**src/rtl/three_reg_file_pkg.sv**
```systemverilog
// Shared sizing and entry addresses for the three-entry register file.
package three_reg_file_pkg;

    localparam int REG_ADDR_W = 2;
    localparam int NUM_REGS   = 3;

    localparam logic [REG_ADDR_W-1:0] REG0 = 2'd0;
    localparam logic [REG_ADDR_W-1:0] REG1 = 2'd1;
    localparam logic [REG_ADDR_W-1:0] REG2 = 2'd2;

    // Maps an entry index to its write address; unused codes fall to REG0.
    function automatic logic [REG_ADDR_W-1:0] reg_addr(input int idx);
        case (idx)
            1:       reg_addr = REG1;
            2:       reg_addr = REG2;
            default: reg_addr = REG0;
        endcase
    endfunction

endpackage

```
**src/rtl/three_reg_file_cell.sv**
```systemverilog
// One storage entry: a DATA_WIDTH register with async reset and load enable.
module reg_file_cell
    import three_reg_file_pkg::*;
#(
    parameter int                    DATA_WIDTH  = 8,
    parameter logic [DATA_WIDTH-1:0] RESET_VALUE = '0
) (
    input  logic                  clk,
    input  logic                  reset,
    input  logic                  load,
    input  logic [DATA_WIDTH-1:0] d,
    output logic [DATA_WIDTH-1:0] q
);

    always_ff @(posedge clk or posedge reset) begin
        if (reset)
            q <= RESET_VALUE;
        else if (load)
            q <= d;
    end

endmodule

```
**src/rtl/three_reg_file.sv**
```systemverilog
// Three-entry register file: one write port, every entry visible on its own read port.
module three_reg_file
    import three_reg_file_pkg::*;
#(
    parameter int                    DATA_WIDTH  = 8,
    parameter logic [DATA_WIDTH-1:0] RESET_VALUE = '0
) (
    input  logic                  clk,
    input  logic                  reset,
    input  logic                  write_enable,
    input  logic [REG_ADDR_W-1:0] write_address,
    input  logic [DATA_WIDTH-1:0] write_data,
    output logic [DATA_WIDTH-1:0] read_data_0,
    output logic [DATA_WIDTH-1:0] read_data_1,
    output logic [DATA_WIDTH-1:0] read_data_2
);

    logic [NUM_REGS-1:0]                 load;
    logic [NUM_REGS-1:0][DATA_WIDTH-1:0] regs;

    // Address 3 matches no entry, so it silently drops the write.
    for (genvar i = 0; i < NUM_REGS; i++) begin : g_entry
        assign load[i] = write_enable && (write_address == reg_addr(i));

        reg_file_cell #(
            .DATA_WIDTH  (DATA_WIDTH),
            .RESET_VALUE (RESET_VALUE)
        ) u_cell (
            .clk   (clk),
            .reset (reset),
            .load  (load[i]),
            .d     (write_data),
            .q     (regs[i])
        );
    end

    assign read_data_0 = regs[0];
    assign read_data_1 = regs[1];
    assign read_data_2 = regs[2];

endmodule

```
**config.mk**
```make
export PLATFORM = sky130hd
export DESIGN_NAME = three_reg_file
export DESIGN_NICKNAME = d
export VERILOG_FILES = /design/src/rtl/three_reg_file_pkg.sv /design/src/rtl/three_reg_file_cell.sv /design/src/rtl/three_reg_file.sv
export SDC_FILE = /design/constraint.sdc
export NUM_CORES = 1
export LEC_CHECK = 0
export BUFFER_PORTS_ARGS = -buffer_cell sky130_fd_sc_hd__buf_2
export CORE_MARGIN = 2
export CORE_UTILIZATION = 46
export CTS_CLUSTER_DIAMETER = 60
export CTS_CLUSTER_SIZE = 8
export DETAILED_ROUTE_END_ITERATION = 6
export HOLD_SLACK_MARGIN = 0.03
export PLACE_DENSITY = 0.74
export SETUP_SLACK_MARGIN = 0.15
export SYNTH_ARGS = -nofsm -noshare
export SYNTH_HDL_FRONTEND = slang
export SYNTH_SLANG_ARGS = --single-unit
```
**constraint.sdc**
```tcl
create_clock -name clk -period 0.8 [get_ports clk]
set_input_delay 0.16 -clock clk [delete_from_list [all_inputs] [get_ports clk]]
set_output_delay 0.16 -clock clk [all_outputs]
set_load 0.01 [all_outputs]
```
## After elaboration in Yosys (flattened, before gate mapping)

Index checks and enable logic that the tools add are counted.

| cells by class | value |
|---|---|
| eq/ne operators | 2 |
| reductions and logical operators | 4 |

Operators with widths:

| cell | count |
|---|---|
| 1-bit logical AND | 3 |
| 2-bit by 1-bit == test with 1-bit output (second input constant) | 1 |
| 2-bit == test (second input constant) | 1 |
| 2-bit zero test | 1 |

| storage, ports and cells | value |
|---|---|
| output and inout bits | 24 |
| bits of input ports | 13 |
| word-level logic and storage cells | 9 |
| flip-flop bits (word level) | 24 |

## Logic depth before layout (Yosys ltp)

Gate-level depths: netlist of the first run.

| depth | value |
|---|---|
| depth after elaboration | 2 |
| depth in mapped cells | 2 |
| mapped depth without buffers | 2 |

## Cells and area by module

A second synthesis of the first run with hierarchy kept.

| second synthesis, totals | value |
|---|---|
| cell total of the unflattened synthesis | 57 |
| area, all modules | 1036.0 um^2 |

Modules (own cells, without submodules):

| module | area an instance (um^2) | cells an instance | sequential area each (um^2) | instances |
|---|---|---|---|---|
| reg_file_cell | 335.3 | 18 | 200.2 | 3 |
| three_reg_file | 30.0 | 3 | 0.0 | 1 |

## Least setup slack after synthesis of the first run

No wires, ideal clock.

| timing | value |
|---|---|
| kind | input port to flip-flop |
| from | input write_address[0] |
| to | register g_entry[0].u_cell.q[0] |
| library setup time | 0.125 ns |
| data arrival time | 0.858 ns |
| stages | 2 |
| path buffers | 0 |
| required time | 0.675 ns |
| slack | -0.183 ns |
| cell sequence | nor3b_4 mux2_2 |

| on the way | value |
|---|---|
| longest elaborated chain between the ends | 2 |

RTL lines:

| what | line | text |
|---|---|---|
| from (decl) | three_reg_file.sv:11 | `input logic [REG_ADDR_W-1:0] write_address,` |
| 2-bit zero test | three_reg_file.sv:23 | `assign load[i] = write_enable && (write_address == reg_addr(i));` |
| 1-bit logical AND | three_reg_file.sv:23 |  |
| to (signal assigned) | three_reg_file_cell.sv:17 | `q <= RESET_VALUE;` |
| to (signal assigned) | three_reg_file_cell.sv:19 | `q <= d;` |
| to (decl) | three_reg_file_cell.sv:12 | `output logic [DATA_WIDTH-1:0] q` |

Every way passes these cells.
A chain may end at the register's enable or synchronous reset.

## Worst setup path in the final report of the first run

| timing | value |
|---|---|
| from | register g_entry[2].u_cell.q[1] |
| to | output read_data_2[1] |

RTL lines:

| what | line | text |
|---|---|---|
| from (decl) | three_reg_file_cell.sv:12 |  |
| from (signal assigned) | three_reg_file_cell.sv:17 |  |
| from (signal assigned) | three_reg_file_cell.sv:19 |  |
| to (decl) | three_reg_file.sv:15 | `output logic [DATA_WIDTH-1:0] read_data_2` |

No word-level cell between the ends.

==> metrics.txt, run 1 <==
status=finished, violations left; violated checks=negative setup slack; Worst R2R Setup Slack=-0.19 ns; Yosys reg bits=24; Biggest register=g_entry.u_cell.q; hold path depth=2; end of the worst hold path=g_entry[2].u_cell.q[6]; critical path's slowest cell=dfrtp_1; final setup violation count=33; Clock Tree Buf Depth=2; worst r2r src=g_entry[0].u_cell.q[3]; min-delay src=write_data[6]; placed cell areas=1212 µm²; actual slew at the worst max-slew pin=around 0.19 ns; fmax=roughly 960 MHz; I/O pins=37; final slew viol count=0; first-pass GRT wire length=3.277 mm; syn_area_per_cell=about 18 µm²; Reg clk slew, reported paths=0.13 ns; vias in the first global route=671; Pwr Total=around 3500 µW; Fill cells=134; fin nets=125; critical path peak fanout=2; vias per cell=roughly 4.8; Seq/Total Area, Yosys=65.57%; final core utilization=76.11%; CTS Sinks=24; CP top delay family=flip-flops; top post-synthesis cells by count=dfrtp_1, mux2_2, nand3b_2, inv_1, nor3b_4; CP bufs+invs=1; row count=16; initial DRC count=5; syn nets=65; Die X=around 50 µm; Cell variety after synth=5; drt first pass iters=3; share of cells above drive strength 1=76.58%; Critical Path, Cell by Cell=buf_2; Worst Setup End Kind=output port; Final WS setup=-0.2428 ns; post-synth top area share=between 60% and 70%; Sum Neg Setup Slack=-6.120 ns; r2r worst-path depth=3; antenna viol nets, final=0; wire length per cell=15.43 µm; worst skew pair latency=roughly 0.31 ns; Worst slew margin=87.06%; Die ar.=2364 µm²; routed wire length=around 2.1 mm; Fin. Hold Viols=0; critical path depth=1; Post-Syn Instances=52; Cell Area, Synth=915.9 µm²; Final Cycle Share=130.3%; critical path startpoint category=register; WP data required=0.64 ns; area grow syn2layout=59.70%; Worst Setup Path Type=register to output port; Num CTS Buffers=3; Pwr Density=2386 nW/µm²; largest registers=g_entry.u_cell.q: 24 flops; unrepaired setup endpoints after global routing=yes; EDFF count, synth=0; H-tree depth=1; Synth area leaders=dfrtp_1, mux2_2, nand3b_2; Placer Congestion=0.6524; peak supply drop=1.541 mV; crit path time final=1.043 ns; clock root buffer=clkbuf_4; Antenna Cells=0; hpwl dp=1.351 mm; clk_skew=0 ns; Core Region=1922 µm²; Post-synth top flop=dfrtp_1; crit path DAT=0.88 ns; HP Class=input port to register; max reg flops=24; Tot GR Track Use=18.83%; count of input and output buffers=36; Max Cap Viol=0; Vert. Die Dim=a little under 50 µm; initial antenna violation count=0; area leader, netlist=dfrtp_1; grt total ovfl=0; Initial Utilization=47.66%; Warnings, synthesis=0; Critical Path Max Stage Delay=about 0.42 ns; fin area=1463 µm²; routed vias=around 660; Leak=0.0007763 µW; CTS tree=done; async set-reset flop share out of synthesis=100.0%; detailed-route DRC error count=0; reg2reg end=g_entry[0].u_cell.q[3]; largest net degree at the start of global routing=25
[layout make-up]
type	count	area [µm²]	share of cell area, %
clock buffers	3	22.52	1.540
clock inverters	1	30.03	2.053
inverters	1	3.754	0.2566
multi-input cells	27	389.1	26.60
flip-flops and latches	24	600.6	41.06
well taps	27	33.78	2.310
repair buffers	55	382.9	26.18
[power by group]
group	internal, µW	switching [µW]	total [µW]	leakage [µW]
clock	506	358	865	0.0000279
combinational	660	398	1060	0.000464
sequential	1440	127	1570	0.000284
total	2610	883	3490	0.000776
[metal layers]
| layer | global-route usage, % | routed length, µm |
|---|---|---|
| met5 | 0 | 0 |
| met4 | 8.571 | 29 |
| met2 | 32.19 | 1145 |
| met1 | 23.22 | 889 |
| met3 | 3.395 | 66 |
[how the worst max path moves through the flow]
stage                                       from                     end
after floorplan                 write_address[0]  g_entry[0].u_cell.q[0]
after global placement          write_address[0]  g_entry[0].u_cell.q[0]
after detailed placement        write_address[0]  g_entry[0].u_cell.q[0]
after CTS                 g_entry[0].u_cell.q[6]          read_data_0[6]
after global routing      g_entry[0].u_cell.q[3]          read_data_0[3]
final                     g_entry[2].u_cell.q[1]          read_data_2[1]
[timing repair]
item                                    in CTS  in global routing
hold buffers                                 1                  0
pin swaps                                    1                  0
endpoints found under the setup margin      48                 48
endpoints found under the hold margin       24                  0
buffers inserted                             2                  9
gates resized for setup                     13                 14
[cell usage in the layout, fill, tap and decap left out]
master and count:
inv_1 1, nand3b_4 2, mux2_4 16, buf_6 10, nor3b_4 1, buf_4 10
clkbuf_4 3, buf_12 1, dlygate4sd3_1 1, bufinv_16 1, dfrtp_1 24, mux2_2 8
buf_2 33
[kinds of logic (layout without fill, tap and decap cells)]
logic type             after synthesis  count (layout)  synth area share (%)
muxes                               24              24                 29.51
DFF                                 24              24                 65.57
buffers and inverters                1              60                0.4094
and+or+nand+nor                      3               3                 4.508
[metrics by stage]
stage	hold slack [ns]	std cells	worst slack, ns
after floorplan	0.1746	52	-0.1827
after global routing	0.08558	138	-0.2796
after CTS	0.08736	129	-0.2382
final	0.1005	138	-0.2428
after global placement	0.1870	122	-0.3005
after detailed placement	0.1923	122	-0.3312
Power figures use the tool's default switching activity.
==> run 2, diff against run 1 <==
==> constraint.sdc (replaced) <==
create_clock -name clk -period 0.8 [get_ports clk]
set_input_delay 0 -clock clk [delete_from_list [all_inputs] [get_ports clk]]
set_output_delay 0 -clock clk [all_outputs]
set_load 0.01 [all_outputs]
==> metrics.txt, run 2 (same netlist as run 1, synthesis figures left out) <==
crit path time final=0.8623 ns (-0.1805 ns); Critical Path, Cell by Cell=buf_2; final setup violation count=24 (-27%); register area=600.6 µm² (unchanged); Cell Count, Final, Fillers Out=126 (-8.7%); row count=16 (unchanged); routed wire length=1.816 mm (-15%); final slew viol count=0 (unchanged); Core Region=1922 µm² (unchanged); Vert. Die Dim=48.62 µm (unchanged); Tot GR Track Use=18.67% (-0.16 points); post-CTS setup buffers=0 (-2); Worst slew margin=86.90% (-0.16 points); Pwr Density=2425 nW/µm² (+1.6%); CTS Hold Bufs=1 (unchanged); count of input and output buffers=36 (unchanged); Antenna Cells=0 (unchanged); CTS Sinks=24 (unchanged); clk_skew=0 ns (unchanged); CP bufs+invs=1 (unchanged); unrepaired setup endpoints after global routing=yes; Clock Tree Buf Depth=2 (unchanged); fin nets=113 (-9.6%); fmax=1160 MHz (+21%); vias per cell=4.738 (-0.48%); peak supply drop=1.284 mV (-17%); Reg clk slew, reported paths=0.13 ns (about the same); Fill cells=154 (+15%); status=finished, violations left; Biggest register=g_entry.u_cell.q; max reg flops=24 (unchanged); HP Class=input port to register; critical path peak fanout=2 (unchanged); Max Cap Viol=0 (unchanged); I/O pins=37 (unchanged); largest registers=g_entry.u_cell.q: 24 flops; Die ar.=2364 µm² (unchanged); area of the multi-input gates=389.1 µm² (unchanged); detailed-route DRC error count=0 (unchanged); Fin. Hold Viols=24 (+24); initial DRC count=2 (-3); critical path startpoint category=register; routed vias=597 (-9.1%); Placer Congestion=0.6456 (-1.0%); Final WS setup=-0.06231 ns (+0.1805 ns); WP data required=0.80 ns (+0.16 ns); initial antenna violation count=0 (unchanged); critical path's slowest cell=dfrtp_1; placed cell count=121 (-0.82%); most common cell after layout, fill and taps aside=buf_2; CP top delay family=flip-flops; H-tree depth=1 (unchanged); hpwl dp=1.395 mm (+3.2%); area grow syn2layout=45.36%; vias in the first global route=700 (+4.3%); CTS tree=done; worst skew pair latency=0.30 ns (about the same); wire length per cell=14.41 µm (-6.6%); clock root buffer=clkbuf_4; Num CTS Buffers=3 (unchanged); first-pass GRT wire length=3.325 mm (+1.5%); Final Cycle Share=107.8% (-23 points); worst hold slack=-0.06193 ns (-0.1624 ns); Critical Path Max Stage Delay=0.41 ns (about the same); largest net degree at the start of global routing=15 (-40%); Die X=48.62 µm (unchanged); crit path DAT=0.86 ns (-0.02 ns); actual slew at the worst max-slew pin=0.1964 ns (+0.002617 ns); violated checks=negative hold slack, negative setup slack; Initial Utilization=47.66% (unchanged); share of cells above drive strength 1=74.75% (-1.8 points); Worst Setup Path Type=register to output port; Worst Setup End Kind=output port; commonest non-fill, non-tap cells in the layout=buf_2, dfrtp_1, mux2_4; antenna viol nets, final=0 (unchanged); grt total ovfl=0 (unchanged); Leak=0.0007105 µW (-8.5%); drt first pass iters=3 (unchanged)
run 2: final timing paths:
check | cells after the start | slack [ns] | end | from
max in group asynchronous | 4 | 0.31 | g_entry[2].u_cell.q[5] | reset
min reg2reg | 1 | 0.52 | g_entry[2].u_cell.q[6] | g_entry[2].u_cell.q[6]
min | 2 | -0.06 | g_entry[2].u_cell.q[6] | write_data[6]
min in group asynchronous | 3 | 0.13 | g_entry[1].u_cell.q[4] | reset
max reg2reg | 1 | 0.02 | g_entry[1].u_cell.q[1] | g_entry[1].u_cell.q[1]
max | 1 | -0.06 | read_data_1[2] | g_entry[1].u_cell.q[2]
run 2: repair_timing:
action,4_1_cts,5_1_grt
endpoints found under the hold margin,48,24
endpoints found under the setup margin,48,66
resized for setup,0,1
run 2: cell type report:
cell class | instances | share of cell area, %
Sequential cell | 24 | 45.11
Multi-Input combinational cell | 27 | 29.23
Timing Repair Buffer | 43 | 18.61
Tap cell | 27 | 2.538
Clock inverter | 1 | 2.256
Clock buffer | 3 | 1.692
Inverter | 1 | 0.5639
run 2: power by group:
group | internal, µW | switching (µW)
Combinational | 479 | 333
Clock | 506 | 347
Sequential | 1440 | 122
run 2: stage by stage:
step	utilization (%)	total power, µW	TNS, ns	cell area [µm²]	worst slack, ns
after global routing	69.27	3405	-2.318	1331	-0.1140
after CTS	69.08	3283	-1.581	1328	-0.08753
final	69.27	3228	-1.078	1331	-0.06231
after floorplan	-	2040	-0.1817	993.5	-0.02271
after detailed placement	65.82	2408	-2.667	1265	-0.1480
after global placement	65.82	2381	-2.300	1265	-0.1358
run 2: per-layer routing:
metal / share of wire [%] / vias up / track usage [%]
met5: 0 / - / 0
met4: 1.7 / 0 / 8.571
met3: 3.9 / 4 / 3.395
met2: 51 / 21 / 32.88
met1: 43 / 294 / 22.08
li1: - / 278 / -
